`src/rtl/micro_ent_sequencer.sv`:
```
// Timed command sequencer for the Micro_ent servo stage: one start request drives a dwell-timed command sequence.
// Latency: start/abort sampled at an edge are visible on command/busy/state_dbg after that same edge; done is registered too.
// Backpressure: none; start is ignored while busy (no queuing), and abort or reset returns to IDLE without a done pulse.
module micro_ent_sequencer #(
  parameter int unsigned DWELL_IN   = 25_000_000,
  parameter int unsigned DWELL_OUT  = 25_000_000,
  parameter int unsigned WIGGLE_LEN = 50_000_000,
  parameter int unsigned SETTLE_LEN = 25_000_000,
  parameter int unsigned CNT_W      = 32
) (
  input  logic       clk,
  input  logic       reset,
  input  logic       start,
  input  logic [1:0] seq_sel,
  input  logic       abort,
  output logic [1:0] command,
  output logic       busy,
  output logic       done,
  output logic [2:0] state_dbg
);

  typedef enum logic [2:0] {
    ST_IDLE   = 3'd0,
    ST_INT    = 3'd1,
    ST_EXT    = 3'd2,
    ST_WIG    = 3'd3,
    ST_SETTLE = 3'd4
  } state_t;

  localparam logic [1:0] SEL_DEPLOY  = 2'b00;
  localparam logic [1:0] SEL_RETRACT = 2'b01;
  localparam logic [1:0] SEL_FULL    = 2'b10;

  // Counter reload values: a state is held while the counter walks down to zero,
  // so loading length-1 gives exactly length cycles in the state.
  localparam logic [CNT_W-1:0] IN_LAST  = CNT_W'(DWELL_IN - 1);
  localparam logic [CNT_W-1:0] OUT_LAST = CNT_W'(DWELL_OUT - 1);
  localparam logic [CNT_W-1:0] WIG_LAST = CNT_W'(WIGGLE_LEN - 1);
  localparam logic [CNT_W-1:0] SET_LAST = CNT_W'(SETTLE_LEN - 1);
  localparam logic [CNT_W-1:0] CNT_ONE  = CNT_W'(1);

  state_t           state_q, state_d;
  logic [CNT_W-1:0] cnt_q, cnt_d;
  logic [1:0]       sel_q, sel_d;
  logic [1:0]       cmd_q, cmd_d;
  logic             busy_q, busy_d;
  logic             done_q, done_d;

  // Next-state, dwell counter and latched selection; outputs decoded from the next state
  // so they land on the same edge as the state itself.
  always_comb begin
    state_d = state_q;
    cnt_d   = cnt_q;
    sel_d   = sel_q;
    done_d  = 1'b0;
    cmd_d   = 2'b00;
    busy_d  = 1'b0;

    case (state_q)
      ST_IDLE: begin
        if (start && !abort) begin
          sel_d = seq_sel;
          case (seq_sel)
            SEL_DEPLOY, SEL_FULL: begin state_d = ST_INT; cnt_d = IN_LAST;  end
            SEL_RETRACT:          begin state_d = ST_EXT; cnt_d = OUT_LAST; end
            default:              begin state_d = ST_WIG; cnt_d = WIG_LAST; end
          endcase
        end
      end
      ST_INT: begin
        if (cnt_q == '0) begin
          if (sel_q == SEL_FULL) begin
            state_d = ST_EXT;
            cnt_d   = OUT_LAST;
          end else begin
            state_d = ST_SETTLE;
            cnt_d   = SET_LAST;
          end
        end else begin
          cnt_d = cnt_q - CNT_ONE;
        end
      end
      ST_EXT, ST_WIG: begin
        if (cnt_q == '0) begin
          state_d = ST_SETTLE;
          cnt_d   = SET_LAST;
        end else begin
          cnt_d = cnt_q - CNT_ONE;
        end
      end
      ST_SETTLE: begin
        if (cnt_q == '0) begin
          state_d = ST_IDLE;
          done_d  = 1'b1;
        end else begin
          cnt_d = cnt_q - CNT_ONE;
        end
      end
      default: begin
        state_d = ST_IDLE;
        cnt_d   = '0;
      end
    endcase

    // Abort overrides everything in an active sequence, suppressing done.
    if (abort && (state_q != ST_IDLE)) begin
      state_d = ST_IDLE;
      cnt_d   = '0;
      done_d  = 1'b0;
    end

    case (state_d)
      ST_INT:  cmd_d = 2'b01;
      ST_EXT:  cmd_d = 2'b10;
      ST_WIG:  cmd_d = 2'b11;
      default: cmd_d = 2'b00;
    endcase
    busy_d = (state_d != ST_IDLE);
  end

  // State and output registers with synchronous reset.
  always_ff @(posedge clk) begin
    if (reset) begin
      state_q <= ST_IDLE;
      cnt_q   <= '0;
      sel_q   <= 2'b00;
      cmd_q   <= 2'b00;
      busy_q  <= 1'b0;
      done_q  <= 1'b0;
    end else begin
      state_q <= state_d;
      cnt_q   <= cnt_d;
      sel_q   <= sel_d;
      cmd_q   <= cmd_d;
      busy_q  <= busy_d;
      done_q  <= done_d;
    end
  end

  assign command   = cmd_q;
  assign busy      = busy_q;
  assign done      = done_q;
  assign state_dbg = state_q;

endmodule

```
`config.mk`:
```
export PLATFORM = sky130hd
export DESIGN_NAME = micro_ent_sequencer
export DESIGN_NICKNAME = d
export VERILOG_FILES = /design/src/rtl/micro_ent_sequencer.sv
export SDC_FILE = /design/constraint.sdc
export NUM_CORES = 1
export LEC_CHECK = 0
export CORE_ASPECT_RATIO = 1.5
export CORE_MARGIN = 2
export CORE_UTILIZATION = 58
export DETAILED_ROUTE_END_ITERATION = 16
export PLACE_DENSITY = 0.83
export SLEW_MARGIN = 20
export SYNTH_ARGS = -nofsm -noshare
export SYNTH_HDL_FRONTEND = slang
export SYNTH_SLANG_ARGS = --single-unit
```
`constraint.sdc`:
```
create_clock -name clk -period 3.7 [get_ports clk]
set_input_delay 0.925 -clock clk [delete_from_list [all_inputs] [get_ports clk]]
set_output_delay 0.925 -clock clk [all_outputs]
set_load 0.05 [all_outputs]
```
# Word-level counts from Yosys, hierarchy flattened
# Cells that the tools add are included.
# word_totals
regBits	41
latchBits	0
ram_bits	0
rom_bits	0
in_bits	6
memories	0
# op_classes
addsub	1
n_mul	0
n_div	0
magnitude_cmp	0
eq_ne	12
n_shift	0
n_mux	15
n_bitwise	1
reduce_logical	16
# op_table
op	n
2-to-1 mux 32 bit	3
case mux 32 bit (3 select lines)	1
zero test 32 bit	1
subtractor 32 x 1 -> 32 bit (second input constant)	1
2-to-1 mux 26 bit	1
2-to-1 mux 3 bit	6
== test 3 x 2 -> 1 bit (second input constant)	4
case mux 3 bit (4 select lines)	1
OR reduction 3 bit	3
== test 3 x 1 -> 1 bit (second input constant)	2
case mux 2 bit (3 select lines)	1
nonzero test 3 bit	2
OR reduction 2 bit	3
== test 2 bit (second input constant)	2
!= test 2 bit (second input constant)	2
case mux 2 bit (2 select lines)	1
AND reduction 2 bit	2
== test 3 bit (second input constant)	1
zero test 3 bit	1
== test 2 x 1 -> 1 bit (second input constant)	1
logical AND 1 bit	2
zero test 2 bit	1
zero test 1 bit	1
2-to-1 mux 1 bit	1
inverter 1 bit	1

# Longest topological paths before layout
# logic_depth
word_depth	8
mapped_depth	9
mapped_depth_nobuf	9

# Least setup slack after synthesis
# OpenSTA, ideal clock, no wires.
# synth_path
path_type	reg-to-reg
from	register cnt_q[24]
to	register cnt_q[17]
setup_time_ns	0.134
arrival_ns	2.609
t_required_ns	3.566
slack_ns	0.958
stages_incl_launch_ff	9
period_less_slack_ns	2.742
path_cell_list	dfxtp_1 or4_1 or4_1 buf_2 nor4_1 mux2_2 nor3_2 buf_6 o221ai_1
# synth_via
elab_chain_len	3
word_cells_on_any_way	5
classes_between	eq/ne (1); mux (2); reduce/logical (2)
# synth_lines
element	line_no	source
start, declared	43	logic [CNT_W-1:0] cnt_q, cnt_d;
start signal, assigned	132	cnt_q <= cnt_d;
zero test 32 bit *	71, 84, 92	
2-to-1 mux 32 bit or != test 2 bit (tied branches)	n/a	
case mux 32 bit (3 select lines) or AND reduction 2 bit (tied branches)	n/a	
# Mark *: on every way between the ends. The rest lies on a longest branch, timed or not.
# A chain may end at the register's enable or synchronous reset.

# Final worst setup path
# layout_path
from	register cnt_q[24]
to	register cnt_q[25]
# layout_via
elab_chain_len	3
word_cells_on_any_way	7
classes_between	add/sub (1); eq/ne (1); mux (3); reduce/logical (2)
# layout_lines
element	line_no	source
subtractor 32 x 1 -> 32 bit or zero test 32 bit (tied branches)	n/a	
2-to-1 mux 32 bit (tied with other cells)	92	if (cnt_q == '0) begin
case mux 32 bit (3 select lines) or AND reduction 2 bit (tied branches)	n/a	
# Several ways; a longest one is shown, not always the timed one. The select of a mux whose other input is x is not followed.

==> reports/qor.csv <==
stage,metric,value,unit
run_status,outcome,"finished, final reports clean",
global_routing,track_usage,0.299,
power,power.density,557,nW/um^2
global_routing,grt_first_pass_wirelength,10600,um
sta,rsz0062_at_grt,false,
setup_path,path_cells,"or4_1, or4_1, o31ai_1, a31oi_4, nor3_2, buf_4, o221ai_1",
clocking,cts.sinks,41,
clocking,cts_resized,0,
power,irDropWorstVdd,402,uV
global_routing,grt_pass1_vias,2304,
worst_hold_path,hold_class,reg -> reg,
detailed_routing,viasPerCell,6.65,
logic_synthesis,ys_ff_latch,41,
finish,fin_util,0.681,
sta,setup_tns,0,ns
logic_synthesis,syn-num-nets,303,
floorplanning,die_area,4600,um^2
place,portBuffers,12,
logic_synthesis,ys.flop_type,dfxtp_1,
sta,fin_crit_sh,0.815,
floorplanning,die_w,56.0,um
setup_path,cp.required,3.87,ns
setup_path,path_class,reg -> reg,
logic_synthesis,synth_top_area_cell,dfxtp_1,
clocking,post_cts_buffers,0,
clocking,cts_root_buf,clkbuf_8,
sta,hold_violations,0,
sta,max_freq,0.332,GHz
clocking,clk_path_buf_depth,2,
sta,worstMarginPinSlew,0.706,ns
finish,syn_to_final_growth,13.5,%
logic_synthesis,syn_area,2350,um^2
clocking,cts_buffers,5,
logic_synthesis,yosysWarningCount,0,
logic_synthesis,synth_top_area_share,0.349,
finish,drive_above_1_share,0.102,
logic_synthesis,synth.distinct_cells,53,
sta,slew_headroom,0.528,
detailed_routing,finalWirelength,6520,um
logic_synthesis,syn_area_per_cell,7.98,um^2
finish,nets,320,
detailed_routing,drt_iter0_markers,142,
floorplanning,start_util,0.600,
global_routing,antenna_found_initial,0,
place,hpwlAfterDp,4750,um
flow_run,max_cap_violations,0,
setup_path,cp-start-kind,flip-flop,
logic_synthesis,seq_area_frac_synth,0.349,
logic_synthesis,yosysMostFrequentCell,dfxtp_1,
setup_path,end_kind,flip-flop,
global_routing,grt_max_degree,17,
clocking,cts_max_level,2,
power,p_leak,0.950,nW
setup_path,cp.buffers_inverters,1,
setup_path,worst_path_most_repeated_cell,or4_1,
place,gp_routability_congestion,1.05,
setup_path,crit_family,simple AND/OR/NAND/NOR gates,
detailed_routing,wl_per_cell,18.2,um
logic_synthesis,synthTopCellsByArea,"dfxtp_1, nand2_1, nor2_1, o21ai_0, a21oi_1",
detailed_routing,dr.pass1.iters,4,
sta,fin_skew,0.00601,ns
setup_path,crit_slowest_cell,or4_1,
setup_path,cp.arrival,3.18,ns
floorplanning,fp.coreArea,3920,um^2
clocking,cts_tree,yes,
floorplanning,pin_count,13,
detailed_routing,drcViolationCount,0,
floorplanning,rows,28,
logic_synthesis,ys_async_sr_fraction,0,
detailed_routing,ant_nets,0,
setup_path,cpPeakStageDelay,0.58,ns
setup_path,worst-path-max-fanout,9,
finish,diodes,0,
logic_synthesis,synth_common_cells,"dfxtp_1, nand2_1, nor2_1, o21ai_0, a21oi_1",
sta,slew_viol_final,0,
sta,setup_violations,0,
detailed_routing,num_vias,2381,
sta,timing.hold.ws,0.462,ns
floorplanning,die_y,82.0,um
logic_synthesis,synth_edf_count,0,
sta,post-route-min-period,3.02,ns
clocking,postCtsHoldBufs,0,
clocking,clk_pin_slew_worst_paths,0.08,ns
clocking,clk_latency,0.29,ns
global_routing,grt-ovfl-total,0,
logic_synthesis,netlist_instances,295,
path summary, 6_finish.rpt:
path                     startpoint  slack, ns                endpoint  cells after the start
max          cnt_q[24]$_SDFFE_PP0P_       0.68  cnt_q[25]$_SDFFE_PP0P_                      7
min           sel_q[0]$_SDFFE_PP0P_       0.46   sel_q[0]$_SDFFE_PP0P_                      2
max reg2reg  cnt_q[24]$_SDFFE_PP0P_       0.68  cnt_q[25]$_SDFFE_PP0P_                      7
min reg2reg   sel_q[0]$_SDFFE_PP0P_       0.46   sel_q[0]$_SDFFE_PP0P_                      2
cells in the final DEF, fill, tap and decap left out, types with 3 or more instances in the layout:
master | Yosys | final
o21ai_1 | 3 | 3
o32ai_1 | 6 | 6
nor3_1 | 12 | 12
nor4_1 | 7 | 7
a211oi_1 | 6 | 6
a31o_2 | 3 | 3
a21o_1 | 4 | 4
o21ai_0 | 20 | 20
a211o_1 | 4 | 4
nand2_1 | 27 | 27
nor2b_1 | 4 | 4
inv_1 | 7 | 7
clkdlybuf4s50_1 | 0 | 12
nand4_1 | 3 | 3
or3_1 | 6 | 6
buf_4 | 0 | 12
nand3_1 | 12 | 12
o31ai_1 | 4 | 4
or4_1 | 7 | 7
dfxtp_1 | 41 | 41
nand2b_1 | 6 | 6
o211ai_1 | 7 | 7
a21oi_1 | 17 | 17
or2_2 | 3 | 3
xnor2_1 | 9 | 9
clkbuf_8 | 0 | 6
nor2_1 | 27 | 27
cells by family (layout without fill, tap and decap cells):
logic type / Yosys count / count (layout) / share of synthesized area
simple gates: 126 / 126 / 0.278
fa+ha+maj: 2 / 2 / 0.0106
buf+inv: 21 / 39 / 0.0383
xor+xnor: 10 / 10 / 0.0372
flops: 41 / 41 / 0.349
compound gates: 93 / 93 / 0.278
mux: 2 / 2 / 0.00903
flip-flops by register name, indices dropped and copies added (netlist names):
signal / count
sel_q: 2
cnt_q: 32
busy: 1
state_dbg: 3
done: 1
command: 2
metal layers:
layer,share of wire,vias up,track usage
met5,0,-,0
met4,0.046,0,0.171
met3,0.053,25,0.0520
met2,0.51,91,0.549
met1,0.39,1119,0.320
li1,-,1146,-
area by class of cell:
cell class | instances | area [um^2]
clock buffer | 7 | 86.3
tap | 45 | 56.3
timing repair buffer | 24 | 210
fill | 343 | 1250
inverter | 7 | 26.3
sequential | 41 | 821
multi-input combinational | 233 | 1440
clock inverter | 1 | 30.0
power breakdown:
part	internal, mW	switching, mW	total [mW]	leakage (nW)
clock network	0.220	0.152	0.372	0.0585
logic	0.212	0.351	0.563	0.556
registers	0.497	0.0574	0.554	0.336
total	0.929	0.561	1.49	0.950
through the flow:
stage / instance area, um^2 / total power, mW / worst slack, ns / cells
after floorplan: 2350 / 0.942 / 0.958 / 295
after global placement: 2560 / 1.10 / 0.532 / 350
after detailed placement: 2560 / 1.11 / 0.496 / 350
after CTS: 2670 / 1.48 / 0.695 / 358
after global routing: 2670 / 1.57 / 0.455 / 358
final: 2670 / 1.49 / 0.684 / 358
worst reg2reg max path: stages (launching register included):
cell and delay, ns:
dfxtp_1 0.35, or4_1 0.56, or4_1 0.58, o31ai_1 0.51
a31oi_4 0.25, nor3_2 0.30, buf_4 0.21, o221ai_1 0.13
(Power assumes the default switching activity.)
